## src/rtl/display_rotator_n.sv

```systemverilog
// N-channel 7-segment source rotator: cycles through enabled channels with a fixed dwell,
// supporting hold and manual advance. All outputs are registered.
module display_rotator_n #(
  parameter int NUM_CH       = 4,
  parameter int DATA_W       = 16,
  parameter int DWELL_CYCLES = 200000000,
  localparam int CH_W        = $clog2(NUM_CH),
  localparam int CNT_W       = $clog2(DWELL_CYCLES)
) (
  input  logic                     clk100Mhz,
  input  logic                     rst,
  input  logic [NUM_CH*DATA_W-1:0] ch_data,
  input  logic [NUM_CH-1:0]        ch_enable,
  input  logic [NUM_CH-1:0]        dp_mask,
  input  logic                     hold,
  input  logic                     next_pulse,
  output logic [DATA_W-1:0]        display_value,
  output logic                     dp,
  output logic [CH_W-1:0]          ch_sel,
  output logic                     blank,
  output logic                     rotate_strobe
);

  typedef enum logic {S_BLANK, S_SHOW} state_t;

  localparam logic [CNT_W-1:0] CNT_MAX = CNT_W'(DWELL_CYCLES - 1);

  state_t              state_q, state_d;
  logic [CH_W-1:0]     ch_sel_q, ch_sel_d;
  logic [CNT_W-1:0]    cnt_q, cnt_d;
  logic [DATA_W-1:0]   display_value_q, display_value_d;
  logic                dp_q, dp_d;
  logic                blank_q, blank_d;
  logic                rotate_strobe_q, rotate_strobe_d;

  logic [DATA_W-1:0]   ch_word [NUM_CH];
  logic [CH_W-1:0]     lowest_idx;
  logic [CH_W-1:0]     next_idx;
  logic                next_found;
  logic [CH_W:0]       sum;
  logic [CH_W-1:0]     cand;
  logic                advance;

  always_comb begin
    for (int k = 0; k < NUM_CH; k++) begin
      ch_word[k] = ch_data[k*DATA_W +: DATA_W];
    end
  end

  always_comb begin
    lowest_idx = '0;
    for (int i = NUM_CH - 1; i >= 0; i--) begin
      if (ch_enable[i]) lowest_idx = CH_W'(i);
    end
  end

  // Circular search starting just past the current channel; offset NUM_CH lands back on
  // ch_sel itself, so a lone enabled channel keeps its index.
  always_comb begin
    next_idx   = ch_sel_q;
    next_found = 1'b0;
    sum        = '0;
    cand       = '0;
    for (int i = 1; i <= NUM_CH; i++) begin
      sum = {1'b0, ch_sel_q} + (CH_W+1)'(i);
      if (sum >= (CH_W+1)'(NUM_CH)) sum = sum - (CH_W+1)'(NUM_CH);
      cand = sum[CH_W-1:0];
      if (!next_found && ch_enable[cand]) begin
        next_idx   = cand;
        next_found = 1'b1;
      end
    end
  end

  always_comb begin
    state_d         = state_q;
    ch_sel_d        = ch_sel_q;
    cnt_d           = cnt_q;
    display_value_d = '0;
    dp_d            = 1'b0;
    blank_d         = 1'b1;
    advance         = 1'b0;

    case (state_q)
      S_BLANK: begin
        cnt_d = '0;
        if (|ch_enable) begin
          ch_sel_d = lowest_idx;
          state_d  = S_SHOW;
        end
      end
      S_SHOW: begin
        display_value_d = ch_word[ch_sel_q];
        dp_d            = dp_mask[ch_sel_q];
        blank_d         = 1'b0;
        advance         = (!hold && (cnt_q == CNT_MAX)) || next_pulse || !ch_enable[ch_sel_q];
        if (ch_enable == '0) begin
          state_d = S_BLANK;
          cnt_d   = '0;
        end else if (advance) begin
          ch_sel_d = next_idx;
          cnt_d    = '0;
        end else if (!hold) begin
          cnt_d = cnt_q + 1'b1;
        end
      end
      default: state_d = S_BLANK;
    endcase

    rotate_strobe_d = (ch_sel_d != ch_sel_q);
  end

  always_ff @(posedge clk100Mhz or posedge rst) begin
    if (rst) begin
      state_q         <= S_BLANK;
      ch_sel_q        <= '0;
      cnt_q           <= '0;
      display_value_q <= '0;
      dp_q            <= 1'b0;
      blank_q         <= 1'b1;
      rotate_strobe_q <= 1'b0;
    end else begin
      state_q         <= state_d;
      ch_sel_q        <= ch_sel_d;
      cnt_q           <= cnt_d;
      display_value_q <= display_value_d;
      dp_q            <= dp_d;
      blank_q         <= blank_d;
      rotate_strobe_q <= rotate_strobe_d;
    end
  end

  assign display_value = display_value_q;
  assign dp            = dp_q;
  assign ch_sel        = ch_sel_q;
  assign blank         = blank_q;
  assign rotate_strobe = rotate_strobe_q;

endmodule

```

## config.mk

```make
export PLATFORM = sky130hd
export DESIGN_NAME = display_rotator_n
export DESIGN_NICKNAME = d
export VERILOG_FILES = /design/src/rtl/display_rotator_n.sv
export SDC_FILE = /design/constraint.sdc
export NUM_CORES = 1
export LEC_CHECK = 0
export CAP_MARGIN = 20
export CORE_ASPECT_RATIO = 0.9
export CORE_MARGIN = 10
export CORE_UTILIZATION = 46
export CTS_CLUSTER_SIZE = 10
export DETAILED_ROUTE_END_ITERATION = 8
export GPL_TIMING_DRIVEN = 0
export PLACE_DENSITY = 0.83
export RECOVER_POWER = 100
export SLEW_MARGIN = 20
export SYNTH_ARGS = -nofsm -noshare
export SYNTH_HDL_FRONTEND = slang
export SYNTH_SLANG_ARGS = --single-unit
```

## constraint.sdc

```tcl
create_clock -name clk100Mhz -period 2.2 [get_ports clk100Mhz]
set_input_delay 0.44 -clock clk100Mhz [delete_from_list [all_inputs] [get_ports clk100Mhz]]
set_output_delay 0.44 -clock clk100Mhz [all_outputs]
set_load 0.005 [all_outputs]
```

==> reports/results.tsv <==
metric	value	unit
status	finished, final reports clean	
final.setup.worst_slack	0.08460	ns
drt_iter0_markers	83	
grt_pass1_wl	13010	um
synth.net_count	349	
multiInputGateArea	1539	um2
area_growth	38.65	%
p_per_area	784.4	nW/um2
num_rows	27	
drive_gt1_frac	0.1123	
grt_max_degree	33	
ys_async_sr_fraction	1.000	
register_area	1252	um2
place_congestion	0.8767	
finalCritPeriodShare	0.9615	
report.final.slew_viol_count	0	
synth_cell_types	52	
finalHoldViolCount	0	
setup-tns-final	0	ns
p_leak	1.577	nW
max-slew-margin-rel	0.4995	
rsz0062_at_grt	false	
n_fill_cell	492	
wl	7839	um
drtPass1Iterations	5	
antenna_left	0	
vias	2511	
ys_ff_latch	50	
fin_cells	461	
min_path_type	in -> reg	
finClkSkew	0.008001	ns
first_global_vias	2646	
crit_end	ch_sel[1]	
worstRegToRegCells	7	
vias_per_cell	5.447	
cts_buffer_depth	2	
n_antenna_cell	0	
r2r_end	ch_sel[1]	
track_usage	0.1608	
holdBufCountCts	0	
ir_drop	0.4333	mV
cp.required	2.39	ns
synth.avg_cell_area	10.76	um2
ff2ff_setup_slack	0.08	ns
ys.flop_type	dfrtp_1	
report.final.setup_viol	0	
cp_slowest_cell	dfrtp_1	
critPathMaxStageDelay	0.42	ns
utilization	0.6600	
syn_inst	272	
crit_chain	ha_1 -> and4b_1 -> buf_4 -> nand3_1 -> or3_4 -> a21o_1 -> a311o_1	
placed_cells	453	
overflow	0	
critPathLaunch	cnt_q[0]	
ys_warn_count	0	
cts_num_sinks	50	
dp_hpwl	6321	um
synth_edf_count	0	
pre_cts_ws	-0.2535	ns
critPathMaxFanout	7	
max_clock_freq	472.7	MHz
antenna_found_initial	0	
die-area	9957	um2
met2_length	3775	um
io_pins	97	
route.detailed.drc	0	
tightest_slew	0.7508	ns
layout.nets	450	
crit_path_end_kind	flip-flop	
arrival	2.30	ns
crit_path_start_kind	flip-flop	
cts.root.buffer_cell	clkbuf_8	
crit_type	reg -> reg	
clk_pin_slew	0.09	ns
start_util	0.4760	
min_period	2.115	ns
wl_met1	2871	um
htree_levels	2	
highest_layer	met4	
clock_latency	0.30	ns
mostFrequentLayoutCells	71 x clkdlybuf4s50_1, 49 x dfrtp_1, 34 x nor2_1	
syn_area	2927	um2
yosysSeqAreaShare	0.4280	
die_w	104.1	um
cts_buffers	5	
die_h	95.67	um
r2r-start	cnt_q[0]	
final_common_cell	clkdlybuf4s50_1	
core-area	6148	um2
wire_per_inst	17.00	um
hp-start	hold	
dr_wl_met3	1083	um
io_buffers	93	
cap_violations	0	
hold_slack	0.4216	ns
cts_tree	built	
through the flow:
step / cell area (um2) / power, mW
2_1_floorplan: 2927 / 2.060
3_3_place_gp: 3966 / 2.724
3_5_place_dp: 3986 / 2.760
4_1_cts: 4076 / 3.324
5_1_grt: 4058 / 3.382
6_report: 4058 / 3.183
sequential cells by signal (all words and copies together), names as in the netlist:
register,flops
cnt_q,28
display_value,16
ch_sel,2
blank,1
dp,1
rotate_strobe,1
state_q,1
worst min path at each step:
stage,end,slack [ns],cells past startpoint
CTS,cnt_q[0],0.42,3
detailed placement,cnt_q[26],0.52,1
floorplan,cnt_q[26],0.48,1
global route,cnt_q[1],0.45,3
global placement,cnt_q[17],0.51,1
finish,cnt_q[0],0.42,3
synth_stat cells, drive strengths merged (4+ instances only):
| cell | n | share of area |
|---|---|---|
| nand4 | 9 | 0.019 |
| nor2 | 34 | 0.044 |
| mux4 | 18 | 0.14 |
| nor4 | 7 | 0.022 |
| buf | 9 | 0.020 |
| xnor2 | 12 | 0.036 |
| a21oi | 6 | 0.010 |
| nand3 | 13 | 0.024 |
| inv | 8 | 0.010 |
| xor2 | 11 | 0.033 |
| and4 | 4 | 0.012 |
| nand2 | 16 | 0.021 |
| clkbuf | 11 | 0.014 |
| nor3 | 9 | 0.017 |
| dfrtp | 49 | 0.42 |
| and2 | 17 | 0.036 |
cell type report:
| cell class | count | share of cell area |
|---|---|---|
| Buffer | 20 | 0.02498 |
| Clock buffer | 8 | 0.02220 |
| Inverter | 8 | 0.007401 |
| Multi-Input combinational cell | 194 | 0.3793 |
| Sequential cell | 50 | 0.3087 |
| Tap cell | 87 | 0.02683 |
| Timing Repair Buffer | 94 | 0.2307 |
repair_timing:
action | in CTS | in global routing
gates resized for setup | 0 | 4
buffers inserted | 0 | 0
endpoints found under the setup margin | 0 | 2
cells by family after synthesis:
group / Yosys count / share of synthesized area
XOR/XNOR: 23 / 0.06883
AND/OR/NAND/NOR: 123 / 0.2369
flip-flops: 50 / 0.4280
adder cells (fa/ha/maj): 1 / 0.004275
AO/OA/AOI/OAI: 27 / 0.07269
multiplexers: 20 / 0.1454
buffers and inverters: 28 / 0.04403
where the power goes:
| group | switching [mW] | internal (mW) |
|---|---|---|
| logic | 0.607 | 0.862 |
| registers | 0.0550 | 1.11 |
| clock network | 0.295 | 0.257 |
| total | 0.957 | 2.23 |
per-layer routing:
layer | track usage | vias to the layer above
li1 | - | 1190
met1 | 0.1666 | 1204
met2 | 0.2716 | 108
met3 | 0.09980 | 9
met4 | 0.04514 | 0
met5 | 0 | -
worst max-delay path: cells and delay by family, from the launching register on:
family | cells | cell delay [ns]
and+or+nand+nor | 3 | 0.65
DFF | 1 | 0.42
buffers and inverters | 1 | 0.15
adders and majority gates | 1 | 0.20
AOI/OAI and AO/OA | 2 | 0.57
No activity file was read; power rests on OpenSTA's default activity.
